$ cat config.mk
export PLATFORM = sky130hd
export DESIGN_NAME = acc_operand_feeder
export DESIGN_NICKNAME = d
export VERILOG_FILES = /design/src/rtl/acc_operand_feeder.sv
export SDC_FILE = /design/constraint.sdc
export NUM_CORES = 1
export LEC_CHECK = 0
export ABC_CLOCK_PERIOD_IN_PS = 3500
export BUFFER_PORTS_ARGS = -buffer_cell sky130_fd_sc_hd__buf_2
export CAP_MARGIN = 20
export CORE_MARGIN = 2
export CORE_UTILIZATION = 25
export CTS_CLUSTER_SIZE = 30
export DETAILED_ROUTE_END_ITERATION = 10
export GPL_TIMING_DRIVEN = 0
export HOLD_SLACK_MARGIN = 0.02
export PLACE_DENSITY = 0.53
export SYNTH_ARGS = -nofsm -noshare
export SYNTH_HDL_FRONTEND = slang
export SYNTH_SLANG_ARGS = --single-unit
$ cat constraint.sdc
create_clock -name clk -period 3.5 [get_ports clk]
set_clock_uncertainty 0.15 [all_clocks]
set_input_delay 0.175 -clock clk [delete_from_list [all_inputs] [get_ports clk]]
set_output_delay 0.175 -clock clk [all_outputs]
set_load 0.01 [all_outputs]
$ cat src/rtl/acc_operand_feeder.sv
// acc_operand_feeder: FIFO-buffered operand feeder for the signed accumulator with shadow sum and overflow flag
module acc_operand_feeder #(
    parameter int WIDTH = 8,
    parameter int DEPTH = 4,
    parameter int AW    = 2
) (
    input  logic             clk,
    input  logic             rst_n,
    input  logic [WIDTH-1:0] in_data,
    input  logic             in_valid,
    output logic             in_ready,
    input  logic             flush,
    input  logic             clear_ovf,
    output logic [WIDTH-1:0] acc_in,
    output logic             acc_strobe,
    output logic [AW:0]      level,
    output logic [WIDTH-1:0] shadow_sum,
    output logic             ovf_sticky
);
    logic [WIDTH-1:0] mem [DEPTH];
    logic [AW:0]      wr_ptr, rd_ptr;
    logic [WIDTH-1:0] sum;
    logic             push, pop, ovf;
    assign level    = wr_ptr - rd_ptr;
    assign in_ready = level != (AW+1)'(DEPTH);
    assign push     = in_valid & in_ready & ~flush;
    assign pop      = (level != '0) & ~flush;
    assign sum      = shadow_sum + acc_in;
    // signed overflow: equal-sign addends producing a result of the other sign
    assign ovf      = (shadow_sum[WIDTH-1] == acc_in[WIDTH-1]) & (sum[WIDTH-1] != shadow_sum[WIDTH-1]);
    always_ff @(posedge clk)
        if (push)
            mem[wr_ptr[AW-1:0]] <= in_data;
    always_ff @(posedge clk) begin
        if (!rst_n) begin
            wr_ptr     <= '0;
            rd_ptr     <= '0;
            acc_in     <= '0;
            acc_strobe <= 1'b0;
            shadow_sum <= '0;
            ovf_sticky <= 1'b0;
        end else begin
            wr_ptr     <= flush ? '0 : wr_ptr + (AW+1)'(push);
            rd_ptr     <= flush ? '0 : rd_ptr + (AW+1)'(pop);
            acc_in     <= pop ? mem[rd_ptr[AW-1:0]] : '0;
            acc_strobe <= pop;
            shadow_sum <= sum;
            ovf_sticky <= ovf | (ovf_sticky & ~clear_ovf);
        end
    end
endmodule

== Word level (Yosys, flattened, before mapping) ==
Memory sizes are Yosys's and may differ from the RTL's. A register that Yosys moved wholly into a read port is not among the register bits.
Cells that the tools add are included.
Word-level totals
  flip-flop bits (word level): 16
  bits in writable memories: 32
  logic and storage cells: 28
  memories: 1
Memory list
  mem: depth 4, bits a word 8, read ports 1, clocked after Yosys merged registers in 1, write ports 1, line 20  | logic [WIDTH-1:0] mem [DEPTH];
Cells by class
  add/subtract/negate cells: 4
  equality and inequality tests: 3
  muxes and demuxes: 2
  bitwise operators: 9
  reduce and logical (&&, ||, !) cells: 4
Operators with widths (number)
  $add 8x8->8: 1
  $add 3x1->3: 2
  $and 1x1->1: 5
  $ne 3x3->1 const B: 1
  $not 1->1: 3
  $reduce_bool 3->1: 1
  $sub 3x3->3: 1
  $mux 1: 2
  $reduce_and 2->1: 1
  $reduce_or 2->1: 1
  $eq 1x1->1: 1
  $logic_not 1->1: 1
  $ne 1x1->1: 1
  $or 1x1->1: 1

== Logic depth before layout (Yosys ltp) ==
  depth in word-level cells: 6
  mapped depth: 11

== Worst setup path after synthesis ==
Ideal clock, no wire load.
  path type: register to register
  start: reg wr_ptr[0]
  end: mem mem[0][0], enable pin
  arrival time: 2.158 ns
  path slack: 0.809 ns
  cell stages (with the launch flop): 8
  path buffers: 0
  period minus slack after synthesis: 2.691 ns
  cells stage by stage: dfxtp_1 -> inv_1 -> ha_1 -> fa_1 -> xor3_2 -> nand3_2 -> nand3b_4 -> nor3_1
Between the ends
  cells in the longest elaborated chain, start to end: 6
Ends and longest elaborated chain
  start: declaration: line 21  | logic [AW:0] wr_ptr, rd_ptr;
  start signal: assignment: line 43  | wr_ptr <= flush ? '0 : wr_ptr + (AW+1)'(push);
  $sub 3x3->3: line 24  | assign level = wr_ptr - rd_ptr;
  net level[2]: line 16  | output logic [AW:0] level,
  $ne 3x3->1: line 25  | assign in_ready = level != (AW+1)'(DEPTH);
  net in_ready: line 11  | output logic in_ready,
  $and 1x1->1 (2 in a row): line 26  | assign push = in_valid & in_ready & ~flush;
  $mux 1: line 32  | if (push)
  $mux 1 (not written as such): line 33  | mem[wr_ptr[AW-1:0]] <= in_data;
  end: declaration: line 20
The timed path passes the listed nets, and every way through them passes these cells.

== Worst setup path in the final report ==
  start: reg wr_ptr[0]
  end: mem mem[3][7], enable pin
Between the ends
  cells in the longest elaborated chain, start to end: 6
Ends and longest elaborated chain (line)
  $sub 3x3->3: 24
  $ne 3x3->1: 25
  $and 1x1->1 (2 in a row): 26
  $mux 1: 32
  $mux 1 (not written as such): 33
Several ways; a longest one is shown, not always the timed one.

==> results.tsv <==
metric	value	unit
outcome	finished, final reports clean	
final estimated routing congestion in global placement	0.734	
largest fanout of any net on the critical path	5	
worst min-delay path endpoint	wr_ptr[2]	
sequential standard cell area	0.00144	mm^2
# rows	35	
Synth Instances	160	
fillers	949	
aggregate global-route resource usage	8.49	%
total grt overflow	0	
startpoint type of the worst setup path	flip-flop	
area of the multi-input gates	870	um^2
Max Clock Freq	353	MHz
aggregate negative setup slack	0	ps
synthesized flop and latch total	56	
initial core utilization	25.7	%
Final min period	2830	ps
Hold Fails Final Rpt	0	
setup repair after global routing missed its margin	false	
sequential element share of the synthesized area	61.0	%
number of cells traversed by the worst register-to-register path	8	
number of H-tree levels	2	
post-cts gate resize count	0	
Top-Level Pins	35	
Final #Nets	241	
cell at the root of the clock tree	clkbuf_8	
Detail Route met2 WL	2.07	mm
type of the worst min-delay path	in2reg	
start-to-end type of the worst setup path	reg2reg	
syn nets	187	
hold path cells	3	
setup slack on the worst flop-to-flop path	670	ps
via count of the first global-routing pass	1387	
endpoint of the worst-slack reg-to-reg timing path	mem[3][7]	
worst endpoint data arrival time	2710	ps
number of enable-type register cells in the synthesized netlist	32	
count of pins over their slew limit	0	
DIE WIDTH	101	um
drt via density	4.25	
clk slew on worst S/H paths	100	ps
count of yosys warnings during synthesis	0	
Tightest Pin Transition	662	ps
total power divided by cell area	410	mW/mm^2
final period utilization	80.9	%
launching point of the worst reg2reg path	wr_ptr[0]	
CTS tree	built	
ratio of cells with drive above 1 in the final layout	28.8	%
max layer used	met4	
vertical die dimension	101	um
clock latency of the later-clocked register in the worst-skew pair	300	ps
first-pass detailed-route iteration total	7	
average size of a mapped cell	14.8	um^2
post-DP HPWL	3.19	mm
total clock buffers created by CTS	5	
Worst Setup End Kind	flip-flop	
maximum VDD drop	156	uV
metal1 wirelength	1.81	mm
vias	1384	
HP Start	flush	
amount of wire on met3 after detailed routing	190	um
Antenna Violating Nets Remaining	0	
launch point of the worst path	wr_ptr[0]	
Port Buf Inserts	34	
area growth from synthesis to layout	22.3	%
Antenna Cells	0	
Max-Cap Viols	0	
Crit path required time	3380	ps
Max-Slew Margin vs Limit	55.5	%
Clock Sink Count	56	
cell area after synthesis	0.00236	mm^2
number of design rule violations left after detail routing	0	
placeable core area	0.00920	mm^2
worst-case hold slack	41.8	ps
Max clock buf depth	2	
count of buffers added by post-CTS timing repair for setup	0	
number of distinct standard cells referenced by the synthesized netlist	39	
first-pass GRT wire length	6.65	mm
leakage power	1.17	nW
Detailed Route WL	4.09	mm
average wire per standard cell	12.5	um
Finished Core Util	31.4	%
Primary FF master, synth	edfxtp_1	
maximum number of pins on one net before global-route repair	20	
setup-violating endpoint count in the final report	0	
DIE AREA	0.0102	mm^2
initial antenna violation count	0	
number of violations reported at the end of detailed-routing iteration 0	53	
share of flip-flops with an asynchronous set or reset	0	%
[Yosys cell counts (2+ instances only)]
master / count / area (um^2)
nor2_1: 6 / 22.5
a211oi_1: 2 / 15.0
ha_1: 12 / 150
nand2_1: 3 / 11.3
nor2b_1: 9 / 56.3
or3_1: 2 / 12.5
fa_1: 2 / 40.0
mux4_2: 8 / 180
nor3_1: 4 / 20.0
o21ai_0: 3 / 15.0
a21o_1: 2 / 15.0
o21ai_1: 2 / 10.0
inv_1: 8 / 30.0
edfxtp_1: 32 / 961
xnor2_1: 4 / 35.0
nand2b_1: 2 / 12.5
and2_1: 8 / 50.1
nand3_1: 5 / 25.0
a21oi_1: 3 / 15.0
dfxtp_1: 24 / 480
[routing by layer]
| layer | vias up | track usage [%] |
|---|---|---|
| met2 | 25 | 15.1 |
| met1 | 662 | 9.76 |
| met4 | 0 | 2.81 |
| li1 | 695 | - |
| met3 | 2 | 2.55 |
| met5 | - | 0 |
[worst max-delay path by stage]
stage                           end
final                     mem[3][7]
after global placement    mem[1][0]
after detailed placement  mem[3][0]
after CTS                 mem[3][7]
after global routing      mem[3][3]
after floorplan           mem[0][0]
[metrics by stage]
stage / power (W) / cells / cell area (um^2) / setup WS, ps
finish: 0.00118 / 326 / 2890 / 668
global route: 0.00124 / 326 / 2890 / 497
CTS: 0.00121 / 326 / 2890 / 628
detailed placement: 0.000827 / 309 / 2700 / 652
global placement: 0.000823 / 305 / 2670 / 339
floorplan: 0.000790 / 160 / 2360 / 809
[area by class of cell]
type,instances,share of cell area (%)
multi-input combinational,93,30.1
sequential,56,49.9
clock buffer,5,2.38
clock inverter,3,0.954
tap,111,4.81
buffer,3,0.694
timing repair buffer,47,10.1
inverter,8,1.04
[worst max-delay path, stage by stage, from the launching register on]
cell      delay, ps
dfxtp_1         400
inv_1           100
ha_1            210
fa_1            370
xor3_2          300
nand3_2         130
nand3b_4        100
nor3_1          530
buf_4           270
[timing repair]
item | CTS | global route
endpoints found under the hold margin | 33 | 0
hold buffers | 9 | 0
endpoints found under the setup margin | 0 | 0
[layout by cell type (no fill, tap or decap), types with 2 or more instances in the layout]
cell type / n
buf_2: 35
edfxtp_1: 32
dfxtp_1: 24
ha_1: 12
nor2b_1: 9
dlygate4sd3_1: 9
inv_1: 8
mux4_2: 8
and2_1: 8
nor2_1: 6
nand3_1: 5
clkbuf_8: 5
nor3_1: 4
xnor2_1: 4
buf_4: 4
nand2_1: 3
a21oi_1: 3
o21ai_0: 3
a21o_1: 2
nand2b_1: 2
o21ai_1: 2
a211oi_1: 2
or3_1: 2
fa_1: 2
[kinds of logic (layout without fill, tap and decap cells)]
group                    count (synthesis)  count (layout)  share of synthesized area [%]
multiplexers                             9               9                           8.06
buffers and inverters                   11              66                           2.12
flip-flops                              56              56                           61.0
XOR/XNOR                                 6               6                           2.91
adder cells (fa/ha/maj)                 14              14                           8.06
AND/OR/NAND/NOR                         45              45                           11.6
AO/OA/AOI/OAI                           19              19                           6.25
[where the power goes]
| part | switching [W] | total, W | internal, W |
|---|---|---|---|
| Clock | 0.000218 | 0.000365 | 0.000147 |
| Sequential | 0.00000701 | 0.000717 | 0.000710 |
| Combinational | 0.0000517 | 0.000100 | 0.0000487 |
| Total | 0.000276 | 0.00118 | 0.000906 |
[sequential cells by signal (all words and copies together) (netlist names)]
signal      flops
acc_in          8
acc_strobe      1
mem            32
ovf_sticky      1
rd_ptr          3
shadow_sum      8
wr_ptr          3
Power figures use the tool's default switching activity.
